File: src/rtl/bin_to_bcd_seq.sv
//------------------------------------------------------------------------------
// Module      : bin_to_bcd_seq
// Description : Sequential double-dabble converter from a signed two's
//               complement operand to packed BCD digits. One shift per clock;
//               results are registered and held until the next conversion.
// Revision    : 1.0 - initial release
//------------------------------------------------------------------------------
// Ports
//   clk         in   1            system clock
//   reset       in   1            asynchronous, active-high reset
//   start       in   1            request conversion of value (sampled in IDLE)
//   value       in   BIN_WIDTH    signed operand
//   busy        out  1            conversion in progress
//   done        out  1            one-cycle pulse, results valid same cycle
//   digits_out  out  4*DIGITS     packed BCD, [3:0] = ones digit
//   negative    out  1            operand was negative
//   overflow    out  1            |value| >= 10^DIGITS (low digits still shown)
//   blank_mask  out  DIGITS       bit i set when digit i is a leading zero
//------------------------------------------------------------------------------
`timescale 1ns/1ps
`default_nettype none

module bin_to_bcd_seq #(
  parameter int BIN_WIDTH = 32,
  parameter int DIGITS    = 8
) (
  input  logic                  clk,
  input  logic                  reset,
  input  logic                  start,
  input  logic [BIN_WIDTH-1:0]  value,
  output logic                  busy,
  output logic                  done,
  output logic [4*DIGITS-1:0]   digits_out,
  output logic                  negative,
  output logic                  overflow,
  output logic [DIGITS-1:0]     blank_mask
);

  // Decimal digits needed to hold 2^BIN_WIDTH (log10(2) ~= 0.302).
  localparam int INT_DIGITS = (BIN_WIDTH * 302) / 1000 + 1;
  // Scratch must also be wide enough to present DIGITS output digits.
  localparam int SCR_DIGITS = (INT_DIGITS > DIGITS) ? INT_DIGITS : DIGITS;
  localparam int SCR_W      = 4 * SCR_DIGITS;
  localparam int CNT_W      = (BIN_WIDTH > 1) ? $clog2(BIN_WIDTH) : 1;

  localparam logic [CNT_W-1:0]  c_LAST_STEP = CNT_W'(BIN_WIDTH - 1);
  localparam logic [DIGITS-1:0] c_BLANK_RST = ~(DIGITS'(1));

  typedef enum logic [1:0] {
    S_IDLE   = 2'd0,
    S_SHIFT  = 2'd1,
    S_FINISH = 2'd2
  } state_t;

  state_t                r_state;
  state_t                w_state_nxt;

  logic [BIN_WIDTH-1:0]  r_mag;
  logic [SCR_W-1:0]      r_scratch;
  logic [CNT_W-1:0]      r_cnt;
  logic                  r_sign;

  logic                  r_busy;
  logic                  r_done;
  logic [4*DIGITS-1:0]   r_digits;
  logic                  r_neg;
  logic                  r_ovf;
  logic [DIGITS-1:0]     r_blank;

  logic [BIN_WIDTH-1:0]  w_mag_in;
  logic [SCR_W-1:0]      w_adj;
  logic                  w_ovf;
  logic                  w_allz;
  logic [DIGITS-1:0]     w_blank;

  // Negating the most negative value wraps to itself, which read as unsigned
  // is exactly its magnitude, so no special case is needed.
  assign w_mag_in = value[BIN_WIDTH-1] ? (-value) : value;

  //----------------------------------------------------------------------------
  // FSM state register
  //----------------------------------------------------------------------------
  always_ff @(posedge clk or posedge reset) begin
    if (reset) begin
      r_state <= S_IDLE;
    end else begin
      r_state <= w_state_nxt;
    end
  end

  //----------------------------------------------------------------------------
  // FSM next state
  //----------------------------------------------------------------------------
  always_comb begin
    w_state_nxt = r_state;
    case (r_state)
      S_IDLE:   if (start) w_state_nxt = S_SHIFT;
      S_SHIFT:  if (r_cnt == c_LAST_STEP) w_state_nxt = S_FINISH;
      S_FINISH: w_state_nxt = S_IDLE;
      default:  w_state_nxt = S_IDLE;
    endcase
  end

  //----------------------------------------------------------------------------
  // Double-dabble correction: any nibble >= 5 gets +3 before the shift so it
  // carries correctly into the next decimal digit.
  //----------------------------------------------------------------------------
  always_comb begin
    w_adj = r_scratch;
    for (int i = 0; i < SCR_DIGITS; i++) begin
      if (r_scratch[4*i +: 4] >= 4'd5) begin
        w_adj[4*i +: 4] = r_scratch[4*i +: 4] + 4'd3;
      end
    end
  end

  //----------------------------------------------------------------------------
  // Result decode from the finished scratch: overflow and leading-zero mask
  //----------------------------------------------------------------------------
  always_comb begin
    w_ovf = 1'b0;
    for (int i = DIGITS; i < SCR_DIGITS; i++) begin
      w_ovf = w_ovf | (|r_scratch[4*i +: 4]);
    end
  end

  // Walk down from the top digit; a digit is blank while everything above it
  // (and itself) is zero. The ones digit is never blanked.
  always_comb begin
    w_blank = '0;
    w_allz  = 1'b1;
    for (int i = DIGITS - 1; i >= 1; i--) begin
      w_allz     = w_allz & (r_scratch[4*i +: 4] == 4'd0);
      w_blank[i] = w_allz & ~w_ovf;
    end
  end

  //----------------------------------------------------------------------------
  // Datapath and output registers
  //----------------------------------------------------------------------------
  always_ff @(posedge clk or posedge reset) begin
    if (reset) begin
      r_mag     <= '0;
      r_scratch <= '0;
      r_cnt     <= '0;
      r_sign    <= 1'b0;
      r_busy    <= 1'b0;
      r_done    <= 1'b0;
      r_digits  <= '0;
      r_neg     <= 1'b0;
      r_ovf     <= 1'b0;
      r_blank   <= c_BLANK_RST;
    end else begin
      r_done <= 1'b0;
      case (r_state)
        S_IDLE: begin
          if (start) begin
            r_mag     <= w_mag_in;
            r_sign    <= value[BIN_WIDTH-1];
            r_scratch <= '0;
            r_cnt     <= '0;
            r_busy    <= 1'b1;
          end
        end
        S_SHIFT: begin
          // Top bit of the corrected scratch is always zero (scratch is sized
          // for the largest magnitude), so truncating it is safe.
          r_scratch <= SCR_W'({w_adj, r_mag[BIN_WIDTH-1]});
          r_mag     <= r_mag << 1;
          r_cnt     <= r_cnt + CNT_W'(1);
        end
        S_FINISH: begin
          r_digits <= r_scratch[4*DIGITS-1:0];
          r_neg    <= r_sign;
          r_ovf    <= w_ovf;
          r_blank  <= w_blank;
          r_done   <= 1'b1;
          r_busy   <= 1'b0;
        end
        default: begin
        end
      endcase
    end
  end

  assign busy       = r_busy;
  assign done       = r_done;
  assign digits_out = r_digits;
  assign negative   = r_neg;
  assign overflow   = r_ovf;
  assign blank_mask = r_blank;

endmodule

`default_nettype wire

File: config.mk
export PLATFORM = sky130hd
export DESIGN_NAME = bin_to_bcd_seq
export DESIGN_NICKNAME = d
export VERILOG_FILES = /design/src/rtl/bin_to_bcd_seq.sv
export SDC_FILE = /design/constraint.sdc
export NUM_CORES = 1
export LEC_CHECK = 0
export CAP_MARGIN = 20
export CORE_ASPECT_RATIO = 1.5
export CORE_UTILIZATION = 40
export CTS_BUF_LIST = sky130_fd_sc_hd__clkbuf_4
export CTS_CLUSTER_SIZE = 24
export DETAILED_ROUTE_END_ITERATION = 10
export DONT_BUFFER_PORTS = 1
export SLEW_MARGIN = 5
export SYNTH_ARGS = -nofsm -noshare
export SYNTH_HDL_FRONTEND = slang
export SYNTH_SLANG_ARGS = --single-unit
File: constraint.sdc
create_clock -name clk -period 10.9 [get_ports clk]
set_clock_uncertainty 0.2 [all_clocks]
set_input_delay 2.18 -clock clk [delete_from_list [all_inputs] [get_ports clk]]
set_output_delay 2.18 -clock clk [all_outputs]
set_load 0.02 [all_outputs]
==> impl_results.md <==
* Status: complete, no violations
* Die Area at 0.0162 mm²
* Nets at 703
* Final min period at 3770 ps
* Buffers & Inverters on Critical Path at 0
* Worst-skew pair later-pin latency at 510 ps
* Vias in the first global route at 4,872
* Cell area after synthesis at 0.00628 mm²
* # IOs at 79
* Die W at 104 µm
* Num CTS Buffers at 17
* CTS clock-pin slew for the worst setup and hold paths at 110 ps
* #FFs+latches synth at 123
* Fin. Hold Viols at 0
* FF-to-FF Start: r_state[1]
* Largest net degree at the start of global routing at 76
* Total negative slack at 0 ps
* Crit path DAT at 3940 ps
* Leakage at 2.93 nW
* Yosys warns at 0
* CP startpoint kind: input pin
* Hold Path End: r_cnt[3]
* Core outline area at 0.0152 mm²
* Layout area overhead at 7.97%
* Most frequent cells in the layout: 116 x dfrtp_1, 105 x nand2_1, 66 x o21ai_0
* R2R Setup Slk at 8470 ps
* Asr flop ratio synth at 1.00
* Post-route insts no fill at 851
* Share of cells above drive strength 1 at 0.0876
* Post-CTS Setup Bufs at 0
* RSZ-0062 raised after global routing: no
* Mapped Cells at 651
* Seq/Total Area, Yosys at 0.492
* H-tree depth at 4
* CTS tree: yes
* Dpl cells at 817
* Final setup fails at 0
* Post-DR wirelength/cell at 16.2 µm
* Vias at 4,764
* Worst hold path cell count at 1
* Commonest non-fill, non-tap cell in the layout: dfrtp_1
* Slew @ Worst Pin at 965 ps
* Worst Path Max Fanout at 9
* Max incr delay on CP at 670 ps
* Longest Clk Path Bufs at 2
* Mean Syn Cell Area at 9.64 µm²
* DRT Pass-1 Iters at 5
* Hold Path Class: reg -> reg
* GRT Util Overall at 0.179
* Initial Utilization at 0.413
* DR iter-0 viols at 182
* Root Driver: clkbuf_4
* Die Y-Extent at 155 µm
* CP max-delay cell: or4_1
* R2R Path End: r_scratch[19]
* Vias per Instance at 5.60
* Antenna violation net count after detailed routing at 0
* Port bufs at 0
* Synth unique cells at 45
* Post-detail-place hpwl at 9200 µm
* Worst R2R Path Depth at 5
* Antenna violations before repair at 1
* Post-synth top flop: dfrtp_1
* Fin. max-slew vios at 0
* EDFF count, synth at 0
* Worst path depth at 5
* Crit-path cells: or3_1, or4_1, o31ai_1, xor2_1, o21ai_1
* Crit share post-route at 0.345
* Syn Nets at 716
* First-pass GRT wire length at 23,400 µm
* Cts-stage hold buffer count at 0
* Std cell rows at 55
* Critical path type: in -> reg
* Global route overflow at 0
* DRC Markers at 0
* Detailed-route wire length at 13,800 µm
* Routability cong. at 0.768
* Clk sink count at 123
* Slew HR at 0.354
* CP endpoint kind: flop
* Cts repair resizes at 0
* Pwr/cell area at 241 mW/mm²
* Max Freq at 266 MHz
* Worst VDD drop at 0.0000786 V
* Required @ worst endpoint at 11,070 ps
* Worst path top cell family by delay: simple AND/OR/NAND/NOR gates
* Hold Crit Start: r_cnt[3]
* Max-cap check violation count at 0
-- routing by layer --
layer  vias to the layer above  GRT usage  routed length, µm
met5                         -          0                  0
met4                         0     0.0653                136
met3                        15     0.0419                553
met2                       119      0.321               7070
met1                      2333      0.205               6000
li1                       2297          -                  -
-- flip-flops by register name, indices dropped and copies added (netlist names) --
signal and cells:
digits_out 32, r_cnt 5, r_state 2, done 1, r_mag 32, busy 1
blank_mask 7, negative 1, overflow 1, r_sign 1, r_scratch 40
-- worst reg2reg max path: cells and delay by family (launching register included) --
kind | cells | cell delay [ps]
AND/OR/NAND/NOR | 1 | 490
buffers and inverters | 2 | 760
AO/OA/AOI/OAI | 2 | 360
flip-flops | 1 | 520
-- through the flow --
step / power, mW / setup slack [ps] / util / hold slack, ps / area (µm²)
floorplan: 1.15 / 5260 / - / 239 / 6280
global placement: 1.24 / 6610 / 0.423 / 270 / 6430
detailed placement: 1.28 / 6570 / 0.423 / 277 / 6430
CTS: 1.65 / 7160 / 0.444 / 294 / 6760
global route: 1.76 / 7020 / 0.446 / 328 / 6780
finish: 1.63 / 7130 / 0.446 / 292 / 6780
-- cell type report --
cell class | count | area, µm²
Antenna cell | 1 | 2.50
Clock buffer | 17 | 128
Clock inverter | 15 | 199
Fill cell | 1467 | 8430
Inverter | 27 | 104
Multi-Input combinational cell | 464 | 2960
Sequential cell | 123 | 3090
Tap cell | 199 | 249
Timing Repair Buffer | 5 | 50.0
-- synthesized netlist by cell type (14+ instances only) --
library cell,count,area share
dfrtp_1,116,0.46
nand2_1,106,0.063
o21ai_0,66,0.053
a21oi_1,36,0.029
o22ai_1,32,0.032
ha_1,30,0.060
xor2_1,30,0.042
clkbuf_1,28,0.017
inv_1,27,0.016
nor2_1,21,0.013
o31ai_1,18,0.022
a22oi_1,17,0.020
xnor2_1,14,0.020
-- worst max-delay path by stage --
stage	slack, ps	from	end
2_1_floorplan	5260	reset	busy
3_3_place_gp	6610	value[1]	r_mag[29]
3_5_place_dp	6570	value[1]	r_mag[19]
4_1_cts	7160	value[1]	r_mag[19]
5_1_grt	7020	value[0]	r_mag[18]
6_report	7130	value[1]	r_mag[19]
-- power by group --
group,internal (mW),switching [mW],total [mW]
registers,0.596,0.126,0.722
clock network,0.182,0.182,0.364
logic,0.245,0.302,0.547
total,1.02,0.610,1.63
-- cell families (layout without fill, tap and decap cells) --
family,count (synthesis),count (layout),synth area share
buf+inv,64,64,0.0399
fa+ha+maj,30,30,0.0598
simple gates,181,181,0.133
flops,123,123,0.492
xor+xnor,44,44,0.0614
other cells,1,2,0.000597
compound gates,208,208,0.214
Note: power is estimated with default switching activity, not from simulation.
